<file path="src/rtl/inst_assembler.sv">
`default_nettype none
// ============================================================================
// Module      : inst_assembler
// Description : Console-side instruction assembler. Takes one line of
//               assembly text as an ASCII character stream and produces the
//               encoded 32-bit instruction word for this core's field layout:
//                 wd[31:27] rs1[26:22] rs2[21:17] imm12[21:10]
//                 imm20[26:7] funct3[9:7] opcode[6:0]
// Ports       : clk, reset        - clock, synchronous active-high reset
//               char_in/valid     - ASCII character stream (input)
//               char_ready        - low exactly while a result is held
//               inst/inst_err     - encoded word, or error flag with inst=0
//               inst_valid/ready  - result handshake
// Options     : define ASM_MULDIV_EN to accept mul/mulh/mulhsu/mulhu/
//               div/divu/rem/remu as R-type mnemonics.
// Revision    : 1.0 - initial release
// ============================================================================
module inst_assembler #(
  parameter int MNEM_LEN = 8
) (
  input  logic        clk,
  input  logic        reset,
  input  logic [7:0]  char_in,
  input  logic        char_valid,
  output logic        char_ready,
  output logic [31:0] inst,
  output logic        inst_err,
  output logic        inst_valid,
  input  logic        inst_ready
);

  localparam int LW = $clog2(MNEM_LEN + 8);

  localparam logic [6:0] c_opcode_op     = 7'h33;
  localparam logic [6:0] c_opcode_op_imm = 7'h13;
  localparam logic [6:0] c_opcode_lui    = 7'h37;
  localparam logic [2:0] c_f3_add  = 3'd0;
  localparam logic [2:0] c_f3_sll  = 3'd1;
  localparam logic [2:0] c_f3_slt  = 3'd2;
  localparam logic [2:0] c_f3_sltu = 3'd3;
  localparam logic [2:0] c_f3_xor  = 3'd4;
  localparam logic [2:0] c_f3_srl  = 3'd5;
  localparam logic [2:0] c_f3_or   = 3'd6;
  localparam logic [2:0] c_f3_and  = 3'd7;
`ifdef ASM_MULDIV_EN
  localparam logic [2:0] c_f3_mul    = 3'd0;
  localparam logic [2:0] c_f3_mulh   = 3'd1;
  localparam logic [2:0] c_f3_mulhsu = 3'd2;
  localparam logic [2:0] c_f3_mulhu  = 3'd3;
  localparam logic [2:0] c_f3_div    = 3'd4;
  localparam logic [2:0] c_f3_divu   = 3'd5;
  localparam logic [2:0] c_f3_rem    = 3'd6;
  localparam logic [2:0] c_f3_remu   = 3'd7;
`endif

  typedef enum logic [2:0] {K_BAD, K_R, K_I, K_SH, K_LUI, K_NOP} kind_t;
  typedef enum logic [2:0] {S_MNEM, S_WS, S_REG, S_IMM, S_SEP, S_ERR, S_OUT} state_t;

  state_t        r_state, w_state;
  logic [47:0]   r_key, w_key;       // last six mnemonic chars, right-justified
  logic [LW-1:0] r_mlen, w_mlen;
  logic [1:0]    r_done, w_done;     // operands completed so far
  logic [4:0]    r_rd, r_rs1, r_rs2, w_rd, w_rs1, w_rs2;
  logic [19:0]   r_imm, w_imm, r_acc, w_acc;
  logic          r_neg, w_neg;
  logic [1:0]    r_phase, w_phase;   // immediate: 0 want '0', 1 want 'x', 2 digits
  logic [2:0]    r_dcnt, w_dcnt;
  logic [6:0]    r_regv, w_regv;
  logic [31:0]   r_inst;
  logic          r_err;

  // Character classification after case folding
  logic [7:0] w_c;
  logic       w_ws, w_cr, w_lf, w_letter, w_dig, w_hex;
  logic [3:0] w_hexv;
  always_comb begin
    w_c      = (char_in >= "A" && char_in <= "Z") ? (char_in | 8'h20) : char_in;
    w_ws     = (w_c == " ") || (w_c == 8'h09);
    w_cr     = (w_c == 8'h0D);
    w_lf     = (w_c == 8'h0A);
    w_letter = (w_c >= "a") && (w_c <= "z");
    w_dig    = (w_c >= "0") && (w_c <= "9");
    w_hex    = w_dig || ((w_c >= "a") && (w_c <= "f"));
    // 'a'..'f' have low nibble 1..6
    w_hexv   = w_dig ? w_c[3:0] : (w_c[3:0] + 4'd9);
  end

  // Mnemonic decode
  kind_t      w_kind;
  logic [2:0] w_f3;
  logic       w_b16, w_b10;
  logic [1:0] w_nops;
  always_comb begin
    w_kind = K_BAD;
    w_f3   = c_f3_add;
    w_b16  = 1'b0;
    w_b10  = 1'b0;
    case (r_key)
      {24'h0, "add"}:  begin w_kind = K_R; w_f3 = c_f3_add; end
      {24'h0, "sub"}:  begin w_kind = K_R; w_f3 = c_f3_add; w_b16 = 1'b1; end
      {24'h0, "sll"}:  begin w_kind = K_R; w_f3 = c_f3_sll; end
      {24'h0, "slt"}:  begin w_kind = K_R; w_f3 = c_f3_slt; end
      {16'h0, "sltu"}: begin w_kind = K_R; w_f3 = c_f3_sltu; end
      {24'h0, "xor"}:  begin w_kind = K_R; w_f3 = c_f3_xor; end
      {24'h0, "srl"}:  begin w_kind = K_R; w_f3 = c_f3_srl; end
      {24'h0, "sra"}:  begin w_kind = K_R; w_f3 = c_f3_srl; w_b16 = 1'b1; end
      {32'h0, "or"}:   begin w_kind = K_R; w_f3 = c_f3_or; end
      {24'h0, "and"}:  begin w_kind = K_R; w_f3 = c_f3_and; end
      {16'h0, "addi"}: begin w_kind = K_I; w_f3 = c_f3_add; end
      {16'h0, "slti"}: begin w_kind = K_I; w_f3 = c_f3_slt; end
      {8'h0, "sltiu"}: begin w_kind = K_I; w_f3 = c_f3_sltu; end
      {16'h0, "xori"}: begin w_kind = K_I; w_f3 = c_f3_xor; end
      {24'h0, "ori"}:  begin w_kind = K_I; w_f3 = c_f3_or; end
      {16'h0, "andi"}: begin w_kind = K_I; w_f3 = c_f3_and; end
      {16'h0, "slli"}: begin w_kind = K_SH; w_f3 = c_f3_sll; end
      {16'h0, "srli"}: begin w_kind = K_SH; w_f3 = c_f3_srl; end
      {16'h0, "srai"}: begin w_kind = K_SH; w_f3 = c_f3_srl; w_b16 = 1'b1; end
      {24'h0, "lui"}:  w_kind = K_LUI;
      {24'h0, "nop"}:  w_kind = K_NOP;
`ifdef ASM_MULDIV_EN
      {24'h0, "mul"}:  begin w_kind = K_R; w_f3 = c_f3_mul;    w_b10 = 1'b1; end
      {16'h0, "mulh"}: begin w_kind = K_R; w_f3 = c_f3_mulh;   w_b10 = 1'b1; end
      {"mulhsu"}:      begin w_kind = K_R; w_f3 = c_f3_mulhsu; w_b10 = 1'b1; end
      {8'h0, "mulhu"}: begin w_kind = K_R; w_f3 = c_f3_mulhu;  w_b10 = 1'b1; end
      {24'h0, "div"}:  begin w_kind = K_R; w_f3 = c_f3_div;    w_b10 = 1'b1; end
      {16'h0, "divu"}: begin w_kind = K_R; w_f3 = c_f3_divu;   w_b10 = 1'b1; end
      {24'h0, "rem"}:  begin w_kind = K_R; w_f3 = c_f3_rem;    w_b10 = 1'b1; end
      {16'h0, "remu"}: begin w_kind = K_R; w_f3 = c_f3_remu;   w_b10 = 1'b1; end
`endif
      default:         w_kind = K_BAD;
    endcase
    // The key only keeps six chars, so a longer word could alias a real one
    if (r_mlen > LW'(6)) w_kind = K_BAD;
    case (w_kind)
      K_R, K_I, K_SH: w_nops = 2'd3;
      K_LUI:          w_nops = 2'd2;
      default:        w_nops = 2'd0;
    endcase
  end

  // Operand finalisation helpers
  logic        w_want_imm, w_reg_ok, w_imm_ok, w_fin_ok;
  logic [2:0]  w_maxd;
  logic [1:0]  w_done_inc;
  logic [19:0] w_imm_val;
  always_comb begin
    w_want_imm = (((w_kind == K_I) || (w_kind == K_SH)) && (r_done == 2'd2)) ||
                 ((w_kind == K_LUI) && (r_done == 2'd1));
    w_maxd     = (w_kind == K_LUI) ? 3'd5 : 3'd3;
    w_reg_ok   = (r_dcnt != 3'd0) && (r_regv <= 7'd31);
    w_imm_ok   = (r_dcnt != 3'd0) && ((w_kind != K_SH) || (r_acc <= 20'h0003F));
    w_fin_ok   = (r_state == S_REG) ? w_reg_ok : w_imm_ok;
    w_done_inc = r_done + 2'd1;
    w_imm_val  = r_neg ? (~r_acc + 20'd1) : r_acc;
  end

  // Next-state logic
  logic w_emit, w_emit_err, w_store, w_term, w_fail;
  always_comb begin
    w_state = r_state;  w_key = r_key;   w_mlen = r_mlen;  w_done = r_done;
    w_rd = r_rd;        w_rs1 = r_rs1;   w_rs2 = r_rs2;    w_imm = r_imm;
    w_acc = r_acc;      w_neg = r_neg;   w_phase = r_phase;
    w_dcnt = r_dcnt;    w_regv = r_regv;
    w_emit = 1'b0;  w_emit_err = 1'b0;  w_store = 1'b0;
    w_term = 1'b0;  w_fail = 1'b0;

    if (r_state == S_OUT) begin
      if (inst_ready) begin
        w_state = S_MNEM;
        w_key   = '0;
        w_mlen  = '0;
        w_done  = 2'd0;
      end
    end else if (char_valid && !w_cr) begin
      case (r_state)
        S_MNEM: begin
          if (w_letter) begin
            if (r_mlen == LW'(MNEM_LEN)) w_state = S_ERR;
            else begin
              w_key  = {r_key[39:0], w_c};
              w_mlen = r_mlen + 1'b1;
            end
          end else if (w_ws) begin
            if (r_mlen != '0) begin
              if (w_kind == K_BAD)      w_state = S_ERR;
              else if (w_kind == K_NOP) w_state = S_SEP;
              else                      w_state = S_WS;
            end
          end else if (w_lf) begin
            // blank line produces nothing
            if (r_mlen != '0) begin
              w_emit     = 1'b1;
              w_emit_err = (w_kind != K_NOP);
            end
          end else w_fail = 1'b1;
        end
        S_WS: begin
          if (w_ws) begin
            // skip
          end else if (w_want_imm) begin
            w_acc  = '0;
            w_dcnt = 3'd0;
            if ((w_c == "-") && (w_kind == K_I)) begin
              w_neg = 1'b1;  w_phase = 2'd0;  w_state = S_IMM;
            end else if (w_c == "0") begin
              w_neg = 1'b0;  w_phase = 2'd1;  w_state = S_IMM;
            end else w_fail = 1'b1;
          end else if (w_c == "x") begin
            w_regv  = '0;
            w_dcnt  = 3'd0;
            w_state = S_REG;
          end else w_fail = 1'b1;
        end
        S_REG: begin
          if (w_dig) begin
            if (r_dcnt == 3'd2) w_fail = 1'b1;
            else begin
              w_regv = r_regv * 7'd10 + {3'b000, w_hexv};
              w_dcnt = r_dcnt + 3'd1;
            end
          end else w_term = 1'b1;
        end
        S_IMM: begin
          case (r_phase)
            2'd0:    if (w_c == "0") w_phase = 2'd1; else w_fail = 1'b1;
            2'd1:    if (w_c == "x") w_phase = 2'd2; else w_fail = 1'b1;
            default: begin
              if (w_hex) begin
                if (r_dcnt == w_maxd) w_fail = 1'b1;
                else begin
                  w_acc  = {r_acc[15:0], w_hexv};
                  w_dcnt = r_dcnt + 3'd1;
                end
              end else w_term = 1'b1;
            end
          endcase
        end
        S_SEP: begin
          if (w_ws) begin
            // trailing whitespace allowed
          end else if ((w_c == ",") && (r_done < w_nops)) w_state = S_WS;
          else if (w_lf && (r_done == w_nops)) w_emit = 1'b1;
          else w_fail = 1'b1;
        end
        S_ERR: begin
          if (w_lf) begin
            w_emit     = 1'b1;
            w_emit_err = 1'b1;
          end
        end
        default: w_state = S_MNEM;
      endcase

      // An operand ends on whitespace, ',' or LF
      if (w_term) begin
        if (w_ws && w_fin_ok) begin
          w_store = 1'b1;  w_state = S_SEP;
        end else if ((w_c == ",") && w_fin_ok && (w_done_inc < w_nops)) begin
          w_store = 1'b1;  w_state = S_WS;
        end else if (w_lf && w_fin_ok && (w_done_inc == w_nops)) begin
          w_store = 1'b1;  w_emit = 1'b1;
        end else w_fail = 1'b1;
      end

      if (w_store) begin
        w_done = w_done_inc;
        if (r_state == S_IMM) w_imm = w_imm_val;
        else begin
          case (r_done)
            2'd0:    w_rd  = r_regv[4:0];
            2'd1:    w_rs1 = r_regv[4:0];
            default: w_rs2 = r_regv[4:0];
          endcase
        end
      end

      // A bad character on the LF itself closes the line immediately
      if (w_fail) begin
        if (w_lf) begin
          w_emit     = 1'b1;
          w_emit_err = 1'b1;
        end else w_state = S_ERR;
      end

      if (w_emit) w_state = S_OUT;
    end
  end

  // Encoder, fed from the next-cycle field values so the final operand
  // finalised on the LF cycle is included
  logic [31:0] w_enc;
  always_comb begin
    case (w_kind)
      K_R:     w_enc = {w_rd, w_rs1, w_rs2, w_b16, 5'b00000, w_b10, w_f3, c_opcode_op};
      K_I:     w_enc = {w_rd, w_rs1, w_imm[11:0], w_f3, c_opcode_op_imm};
      K_SH:    w_enc = {w_rd, w_rs1, 5'b00000, w_b16, w_imm[5:0], w_f3, c_opcode_op_imm};
      K_LUI:   w_enc = {w_rd, w_imm, c_opcode_lui};
      default: w_enc = {25'd0, c_opcode_op_imm};
    endcase
  end

  always_ff @(posedge clk) begin
    if (reset) begin
      r_state <= S_MNEM;  r_key <= '0;   r_mlen <= '0;   r_done <= 2'd0;
      r_rd <= '0;         r_rs1 <= '0;   r_rs2 <= '0;    r_imm <= '0;
      r_acc <= '0;        r_neg <= 1'b0; r_phase <= 2'd0;
      r_dcnt <= 3'd0;     r_regv <= '0;  r_inst <= '0;   r_err <= 1'b0;
    end else begin
      r_state <= w_state;  r_key <= w_key;  r_mlen <= w_mlen;  r_done <= w_done;
      r_rd <= w_rd;        r_rs1 <= w_rs1;  r_rs2 <= w_rs2;    r_imm <= w_imm;
      r_acc <= w_acc;      r_neg <= w_neg;  r_phase <= w_phase;
      r_dcnt <= w_dcnt;    r_regv <= w_regv;
      if (w_emit) begin
        r_inst <= w_emit_err ? 32'd0 : w_enc;
        r_err  <= w_emit_err;
      end else if ((r_state == S_OUT) && inst_ready) begin
        r_inst <= '0;
        r_err  <= 1'b0;
      end
    end
  end

  assign inst       = r_inst;
  assign inst_err   = r_err;
  assign inst_valid = (r_state == S_OUT);
  assign char_ready = (r_state != S_OUT);

endmodule
`default_nettype wire

</file>
<file path="config.mk">
export PLATFORM = sky130hd
export DESIGN_NAME = inst_assembler
export DESIGN_NICKNAME = d
export VERILOG_FILES = /design/src/rtl/inst_assembler.sv
export SDC_FILE = /design/constraint.sdc
export NUM_CORES = 1
export LEC_CHECK = 0
export CORE_ASPECT_RATIO = 1.4
export CORE_MARGIN = 4
export CORE_UTILIZATION = 60
export DETAILED_ROUTE_END_ITERATION = 8
export PLACE_DENSITY = 0.84
export SLEW_MARGIN = 30
export SYNTH_ARGS = -nofsm -noshare
export SYNTH_HDL_FRONTEND = slang
export SYNTH_SLANG_ARGS = --single-unit
</file>
<file path="constraint.sdc">
create_clock -name clk -period 6.5 [get_ports clk]
set_clock_uncertainty 0.15 [all_clocks]
set_input_delay 1.3 -clock clk [delete_from_list [all_inputs] [get_ports clk]]
set_output_delay 1.3 -clock clk [all_outputs]
set_load 0.02 [all_outputs]
</file>
==> metrics.txt, run 1 <==
status finished clean; Worst Reg-to-Reg Cells 18; internal power 1.56 mW; global placer's final weighted congestion 1.02; drt wl/cell 21.0 um; final hold vios 0; distinct cell type count after synthesis 94; Leak Pwr 3.52 nW; sequential share of the synthesized area 0.326; Root Driver clkbuf_16; Crit Path Max Fanout 20; PortBufs 44; asr flop ratio synth 0; CTS buffer count 17; first-pass GRT wire length 47.0 mm; Inserted Diodes 0; FF+latch count, synth 154; Die Wd 114 um; die area 17800 sq um; Power Dens Cells 197 nW/um^2; H-tree depth 4; worst hold endpoint r_key[41]; commonest non-fill, non-tap cells in the layout 154 x dfxtp_1, 133 x nor2_1, 126 x nand2_1; clk_lat worst skew 0.44 ns; post-CTS setup buffers 0; r2r endpoint inst[9]; Setup TNS 0 ns; Clock Power Share 0.494; placed cells 1381; GRT overflow 0; Sw Ratio 0.249; clk sinks 154; CTS tree built; die height 156 um; Peak VDD IR 0.246 mV; Tcrit/Tclk final 0.837; Crit Path Category flop to flop; synthesis-to-layout area growth 11.4%; row count 54; start of the worst register-to-register path r_key[40]; Main synth FF type dfxtp_1; quantity of gates resized following cts 0; EDFF count, synth 0; min-delay src r_key[41]; Mean Syn Cell Area 7.82 sq um; synth warn 0; CTS Buffer Depth 2; Max-cap violations 0; Final Hold Slack 0.320 ns; DR vias 9412; initial antenna violation count 0; FF-to-FF setup slack 1.06 ns; mapped cell area 9440 sq um; Initial Util 0.608; drc violations 0; CP Data Required Time 6.69 ns; pin count of the biggest net entering global routing 95; Sequential Power Share 0.460; combinational power share 0.046; Via density 6.66; final WL 29.7 mm; most common cell after layout, fill and taps aside dfxtp_1; Reg clk slew, reported paths 0.07 ns; post-route insts no fill 1413; min Tclk post-route 5.44 ns; Fmax achieved 0.184 GHz; Tot GR Track Use 0.332; Worst Setup Start Kind flop; vias in the first global route 9034; crit path DAT 5.63 ns; dpl hpwl 22.1 mm; share of layout cells above drive strength 1 0.0674; 1st-pass router iterations 6; Slew @ Worst Pin 0.951 ns; Hold Crit Class flop to flop; Max Slew Vio Count 0; Synth Instances 1207; Routed Antenna Nets 0; nets 1244; I/O pins 47; Psw 0.517 mW; Core Area 15500 sq um; slew margin rel. 0.360; RSZ-0062 raised after global routing no; DR iter-0 viols 928; Worst setup EP type flop; setup violators final 0; CTS Hold Bufs 0; Worst Hold Depth 2
-- power by group through the flow --
stage	sequential [mW]	combinational, mW	clock, mW
after CTS	0.954	0.0937	1.03
after global placement	0.975	0.0928	0
after detailed placement	0.975	0.0930	0
after floorplan	0.970	0.0702	0
final	0.954	0.0956	1.02
after global routing	0.955	0.103	1.07
-- synth_stat cells, types with 19 or more instances --
| cell | count | area, sq um |
|---|---|---|
| dfxtp_1 | 154 | 3080 |
| nor2_1 | 133 | 499 |
| nand2_1 | 126 | 473 |
| a21oi_1 | 91 | 455 |
| nand3_1 | 76 | 380 |
| clkbuf_1 | 67 | 251 |
| mux2i_1 | 43 | 430 |
| o21ai_0 | 34 | 170 |
| nor3_1 | 33 | 165 |
| inv_1 | 32 | 120 |
| xnor2_1 | 28 | 245 |
| nor4_1 | 27 | 169 |
| ha_1 | 26 | 325 |
| a22o_1 | 24 | 210 |
| nand4_1 | 23 | 144 |
| o22ai_1 | 19 | 119 |
-- state kept, by name, summed over array words and instances (netlist names) --
| name | cells |
|---|---|
| r_done | 2 |
| r_acc | 20 |
| r_rd | 5 |
| r_imm | 20 |
| r_rs2 | 5 |
| r_phase | 2 |
| r_key | 48 |
| r_rs1 | 5 |
| inst_err | 1 |
| r_neg | 1 |
| r_dcnt | 3 |
| r_mlen | 4 |
| r_state | 3 |
| r_regv | 7 |
| inst | 28 |
-- how the worst max path moves through the flow --
stage,startpoint,to,slack (ns),cells past startpoint
after detailed placement,char_in[1],inst[9],0.84,14
after floorplan,r_key[15],inst[12],1.97,19
after global placement,char_in[1],inst[17],0.99,14
after global routing,r_key[40],inst[17],0.62,18
after CTS,r_key[40],inst[5],1.12,17
final,r_key[40],inst[9],1.06,18
-- final cells by class --
type                            instances  area [sq um]
Sequential cell                       154          3080
Timing Repair Buffer                   63           584
Multi-Input combinational cell        936          5880
Tap cell                              196           245
Fill cell                            1340          5020
Clock buffer                           17           425
Clock inverter                         15           179
Inverter                               32           120
-- critical path, cell delays in order (launching register included) --
cell,delay (ns)
dfxtp_1,0.31
nor4_1,0.32
nand3_1,0.53
or4_1,0.67
o22ai_1,0.23
nor3_1,0.10
a21boi_0,0.35
nor2_1,0.13
ha_1,0.32
a21oi_1,0.18
a31oi_1,0.12
a21oi_1,0.23
nand3_1,0.20
a311oi_4,0.32
buf_4,0.37
mux2i_1,0.34
nor2_1,0.08
o21ai_0,0.16
a21bo_1,0.21
-- per-layer routing --
metal / part of all wire / up-vias / GRT usage
met4: 0.082 / 0 / 0.243
met5: 0 / - / 0
met2: 0.51 / 436 / 0.587
met1: 0.36 / 4418 / 0.347
li1: - / 4397 / -
met3: 0.053 / 161 / 0.0619
-- through the flow --
stage          power [mW]  setup WS [ns]   util  area, sq um
2_1_floorplan        1.04           1.97      -         9450
3_3_place_gp         1.07          0.988  0.637         9900
3_5_place_dp         1.07          0.841  0.637         9900
4_1_cts              2.08           1.12  0.676        10500
5_1_grt              2.12          0.624  0.677        10500
6_report             2.07           1.06  0.677        10500
-- cells by family (layout without fill, tap and decap cells) --
group           Yosys count  in the layout  synth area share
simple gates            561            561             0.310
fa+ha+maj                28             28            0.0387
flops                   154            154             0.326
other cells               1              2          0.000397
compound gates          269            269             0.193
mux                      45             45            0.0480
xor+xnor                 31             31            0.0288
buf+inv                 118            127            0.0546
Power figures use the tool's default switching activity.
==> run 2: changes to the inputs <==
Clock period 6.5 ns to 5.1 ns, I/O delays scaled along.
==> metrics.txt, run 2 (synthesis gave the netlist of run 1 again) <==
final hold vios 0; H-tree depth 4; fill cell count 1252; r2r endpoint inst[24]; clk sinks 154; Routed Antenna Nets 0; Initial Util 0.608; Reg area 3090 sq um; CTS Buffer Depth 2; Slew @ Worst Pin 0.875 ns; nets 1296; die area 17800 sq um; drc violations 0; Crit. Startpoint r_key[10]; most common cell after layout, fill and taps aside dfxtp_1; synthesis-to-layout area growth 16.9%; CP endpoint inst[24]; PortBufs 44; CP most frequent cell a21oi_2; Core Area 15500 sq um; CP Data Required Time 5.28 ns; Via density 6.71; most flop-heavy register r_key; Inserted Diodes 0; final WL 31.7 mm; Slowest Stage Delay on Critical Path 0.61 ns; post-CTS setup buffers 0; Hold Crit Class flop to flop; multi-input gate area in the final layout 5910 sq um; Peak VDD IR 0.278 mV; crit path DAT 5.17 ns; Max-cap violations 0; 1st-pass router iterations 6; Worst Reg-to-Reg Cells 18; start of the worst register-to-register path r_key[10]; setup violators final 0; initial antenna violation count 0; Worst Setup Start Kind flop; I/O pins 47; Root Driver clkbuf_16; slew margin rel. 0.411; Slowest-stage cell, CP dfxtp_1; GRT overflow 0; status finished clean; DR vias 9828; Power Dens Cells 246 nW/um^2; Crit Path Category flop to flop; CTS buffer count 17; min Tclk post-route 4.99 ns; flip-flop count of the largest register after layout 48; Leak Pwr 3.81 nW; vias in the first global route 9618; Die Wd 114 um; clk_lat worst skew 0.43 ns; CTS tree built; Crit Path Max Fanout 13; Fmax achieved 0.201 GHz; drt wl/cell 21.6 um; Tot GR Track Use 0.354; worst-path cell chain nand3_1, or4_1, nor4b_2, buf_4, o21ai_1, and2_1, a21boi_1, nor2_1, ha_1, a21oi_2, a31oi_1, a21oi_2, nand3_2, a311oi_4, clkbuf_16, mux2i_1, o22ai_1, a22o_1; global placer's final weighted congestion 0.967; dpl hpwl 23.3 mm; die height 156 um; FF-to-FF setup slack 0.11 ns; Max Slew Vio Count 0; row count 54; Setup TNS 0 ns; CTS Hold Bufs 0; commonest non-fill, non-tap cells in the layout 151 x dfxtp_1, 133 x nor2_1, 126 x nand2_1; share of layout cells above drive strength 1 0.113; Worst setup EP type flop; first-pass GRT wire length 49.9 mm; pin count of the biggest net entering global routing 69; Tcrit/Tclk final 0.978; final core utilization 0.710; Reg clk slew, reported paths 0.07 ns; DR iter-0 viols 1017
run 2: cell types whose count changed in the layout (fill, tap and decap cells not counted), moves of 2 or more:
cell | before | now
buf_4 | 19 | 66
buf_12 | 0 | 5
dfxtp_1 | 154 | 151
dfxtp_2 | 0 | 3
a21oi_1 | 91 | 89
a21oi_2 | 0 | 2
inv_6 | 3 | 5
inv_8 | 5 | 3
run 2: cell type report:
| cell class | instances | share of cell area |
|---|---|---|
| Clock buffer | 17 | 0.0385 |
| Clock inverter | 15 | 0.0181 |
| Inverter | 32 | 0.0109 |
| Multi-Input combinational cell | 936 | 0.535 |
| Sequential cell | 154 | 0.280 |
| Tap cell | 196 | 0.0222 |
| Timing Repair Buffer | 115 | 0.0952 |
run 2: layer usage:
layer  global-route usage  up-vias  wire length, um
met4                0.283        0             2880
met3               0.0615      178             1590
met5                    0        -                0
li1                     -     4498                -
met1                0.364     4691            11200
met2                0.623      461            16100
run 2: worst min path at each step:
stage	startpoint	end	slack, ns	depth (start not counted)
floorplan	r_key[35]	r_key[43]	0.30	2
global placement	r_key[43]	r_key[43]	0.31	2
detailed placement	inst[9]	inst[9]	0.31	1
CTS	r_key[41]	r_key[41]	0.32	2
global route	inst[9]	inst[9]	0.33	1
finish	inst[9]	inst[9]	0.32	1
run 2: what timing repair did:
item | in CTS | in global routing
resized for setup | 0 | 12
endpoints found under the hold margin | 0 | 0
endpoints found under the setup margin | 0 | 32
run 2: worst max-delay path, delay by kind of cell (launching register included):
| kind | cells | cell delay [ns] |
|---|---|---|
| buf+inv | 2 | 0.43 |
| compound gates | 8 | 1.56 |
| mux | 1 | 0.36 |
| simple gates | 6 | 1.48 |
| fa+ha+maj | 1 | 0.28 |
| flops | 1 | 0.61 |
run 2: through the flow:
step	worst slack (ns)	cell area (sq um)	std cells	hold slack [ns]	total power [mW]
after global routing	-0.0172	11000	1465	0.333	2.78
after detailed placement	0.130	10300	1432	0.314	1.37
final	0.114	11000	1465	0.321	2.71
after floorplan	0.572	9450	1208	0.295	1.33
after CTS	0.0663	11000	1464	0.324	2.71
after global placement	0.271	10300	1432	0.305	1.37
run 2: power breakdown:
part           internal (mW)  total [mW]  switching [mW]
Combinational         0.0457       0.133          0.0871
Sequential              1.21        1.21         0.00844
Clock                  0.789        1.36           0.574
==> run 3: changes to the inputs <==
Settings changed: ABC_AREA set to 0.
==> results of run 3 <==
Same layout as run 2: the final DEF is identical, and so are final timing and power.
==> variant (settings of run 2) <==
Set the parameter `MNEM_LEN` to 16 (it was 8).
--- a/src/rtl/inst_assembler.sv
+++ b/src/rtl/inst_assembler.sv
@@ -16,7 +16,7 @@
 // Revision    : 1.0 - initial release
 // ============================================================================
 module inst_assembler #(
-  parameter int MNEM_LEN = 8
+  parameter int MNEM_LEN = 16
 ) (
   input  logic        clk,
   input  logic        reset,
Function: not settled (the Yosys comparison gave no result); the edit may change what the design does.
==> variant against run 2 <==
  * The flow now finishes with violations (negative setup slack)
  * Sequential cell count up 1
  * Global-route usage up 1.9 points
  * Final area up 11%
  * Non-clock buffer count up 82
  * Power up 0.44%
  * Die area up 4.0%
  * Area after synthesis up 4.2%
  * Worst setup slack worse by 0.27 ns
  * Wire length up 16%
  * Critical path type unchanged
  * Critical endpoint is now inst[11]$_SDFFE_PP0P_
  * Largest power group unchanged
==> variant: results (changes against run 2) <==
## STA
• 12 — number of setup violations in the final report, was 0
• 39.2% — worst rel slew slack, was 41.1%
• -0.695 ns — Setup Total Neg Slack, was 0 ns
• -0.154 ns — least setup slack across all paths after layout, was 0.114 ns

## Drt
• 1043 — Initial DRC Count, was 1017
• 23.1 um — mean routed wirelength per cell, was 21.6 um
• 8 — number of detailed-routing iterations run before antenna repair, was 6
• 18100 um — routed length on met2, was 16100 um
• 2560 um — met3 wire length, was 1590 um
• 6.84 — via density per instance, was 6.71

## Yosys
• 1241 — Synth Instances, was 1207
• 106 — count of different cell masters after synthesis, was 94
• 155 x sky130_fd_sc_hd__dfxtp_1, 129 x sky130_fd_sc_hd__nand2_1, 117 x sky130_fd_sc_hd__nor2_1, 94 x sky130_fd_sc_hd__a21oi_1, 91 x sky130_fd_sc_hd__nand3_1 — list of most frequent post-synthesis cells, was 154 x sky130_fd_sc_hd__dfxtp_1, 133 x sky130_fd_sc_hd__nor2_1, 126 x sky130_fd_sc_hd__nand2_1, 91 x sky130_fd_sc_hd__a21oi_1, 76 x sky130_fd_sc_hd__nand3_1
• 31.5% — sequential-to-total area share from yosys stat, was 32.6%
• sky130_fd_sc_hd__dfxtp_1 32%, sky130_fd_sc_hd__nand2_1 4.9%, sky130_fd_sc_hd__a21oi_1 4.8% — cell types with the largest area share after synthesis, was sky130_fd_sc_hd__dfxtp_1 33%, sky130_fd_sc_hd__nor2_1 5.3%, sky130_fd_sc_hd__nand2_1 5.0%

## Global routing
• 54700 um — global-route wire length before repair, was 49900 um
• 10400 — vias in the first global route, was 9618

## Status
• negative setup slack — violations in the final reports
• finished with violations — outcome, was finished clean

## Power
• 0.00199 W — cell-internal power, was 0.00204 W
• 48.7% — share of power burned in the clock network, was 50.3%
• 4.42 nW — static leakage, was 3.81 nW

## Placed design
• 1544 — count of placed standard cells including taps, was 1432
• 0.969 — gpl congestion, was 0.967
• -0.0546 ns — minimum setup slack after placement, was 0.130 ns
• 25300 um — Post-DP HPWL, was 23300 um

## Layout
• 1416 — layout net count, was 1296

## Worst setup path
• simple AND/OR/NAND/NOR gates — family of cells with the greatest summed delay on the critical path, was compound AO/OA/AOI/OAI gates
• 20 — Worst Reg2Reg Path Length in Cells, was 18
• 8 — worst-path maximum fanout, was 13

## variant: cells by family (layout without fill, tap and decap cells)
| logic type | Yosys count | count (layout) | synth area share [%] |
|---|---|---|---|
| buf+inv | 115 | 262 | 5.87 |
| fa+ha+maj | 28 | 28 | 3.71 |
| xor+xnor | 30 | 30 | 2.67 |
| simple gates | 592 | 592 | 32.9 |
| other cells | 1 | 2 | 0.0381 |
| flops | 155 | 155 | 31.5 |
| mux | 33 | 33 | 3.48 |
| compound gates | 287 | 287 | 19.8 |
## variant: cell type report
class                      instances  area (um^2)  share of cell area (%)
clock inverter                    15          195                    1.60
inverter                          33          124                    1.01
multi-input combinational        972         6410                    52.4
timing repair buffer             197         1720                    14.1
sequential                       155         3110                    25.4
clock buffer                      17          425                    3.48
tap                              199          249                    2.03
## variant: repair_timing
action | CTS | global route
setup endpoints to repair | 18 | 42
cloned | 1 | 3
setup buffers | 3 | 5
pin swaps | 5 | 30
resized for setup | 18 | 31
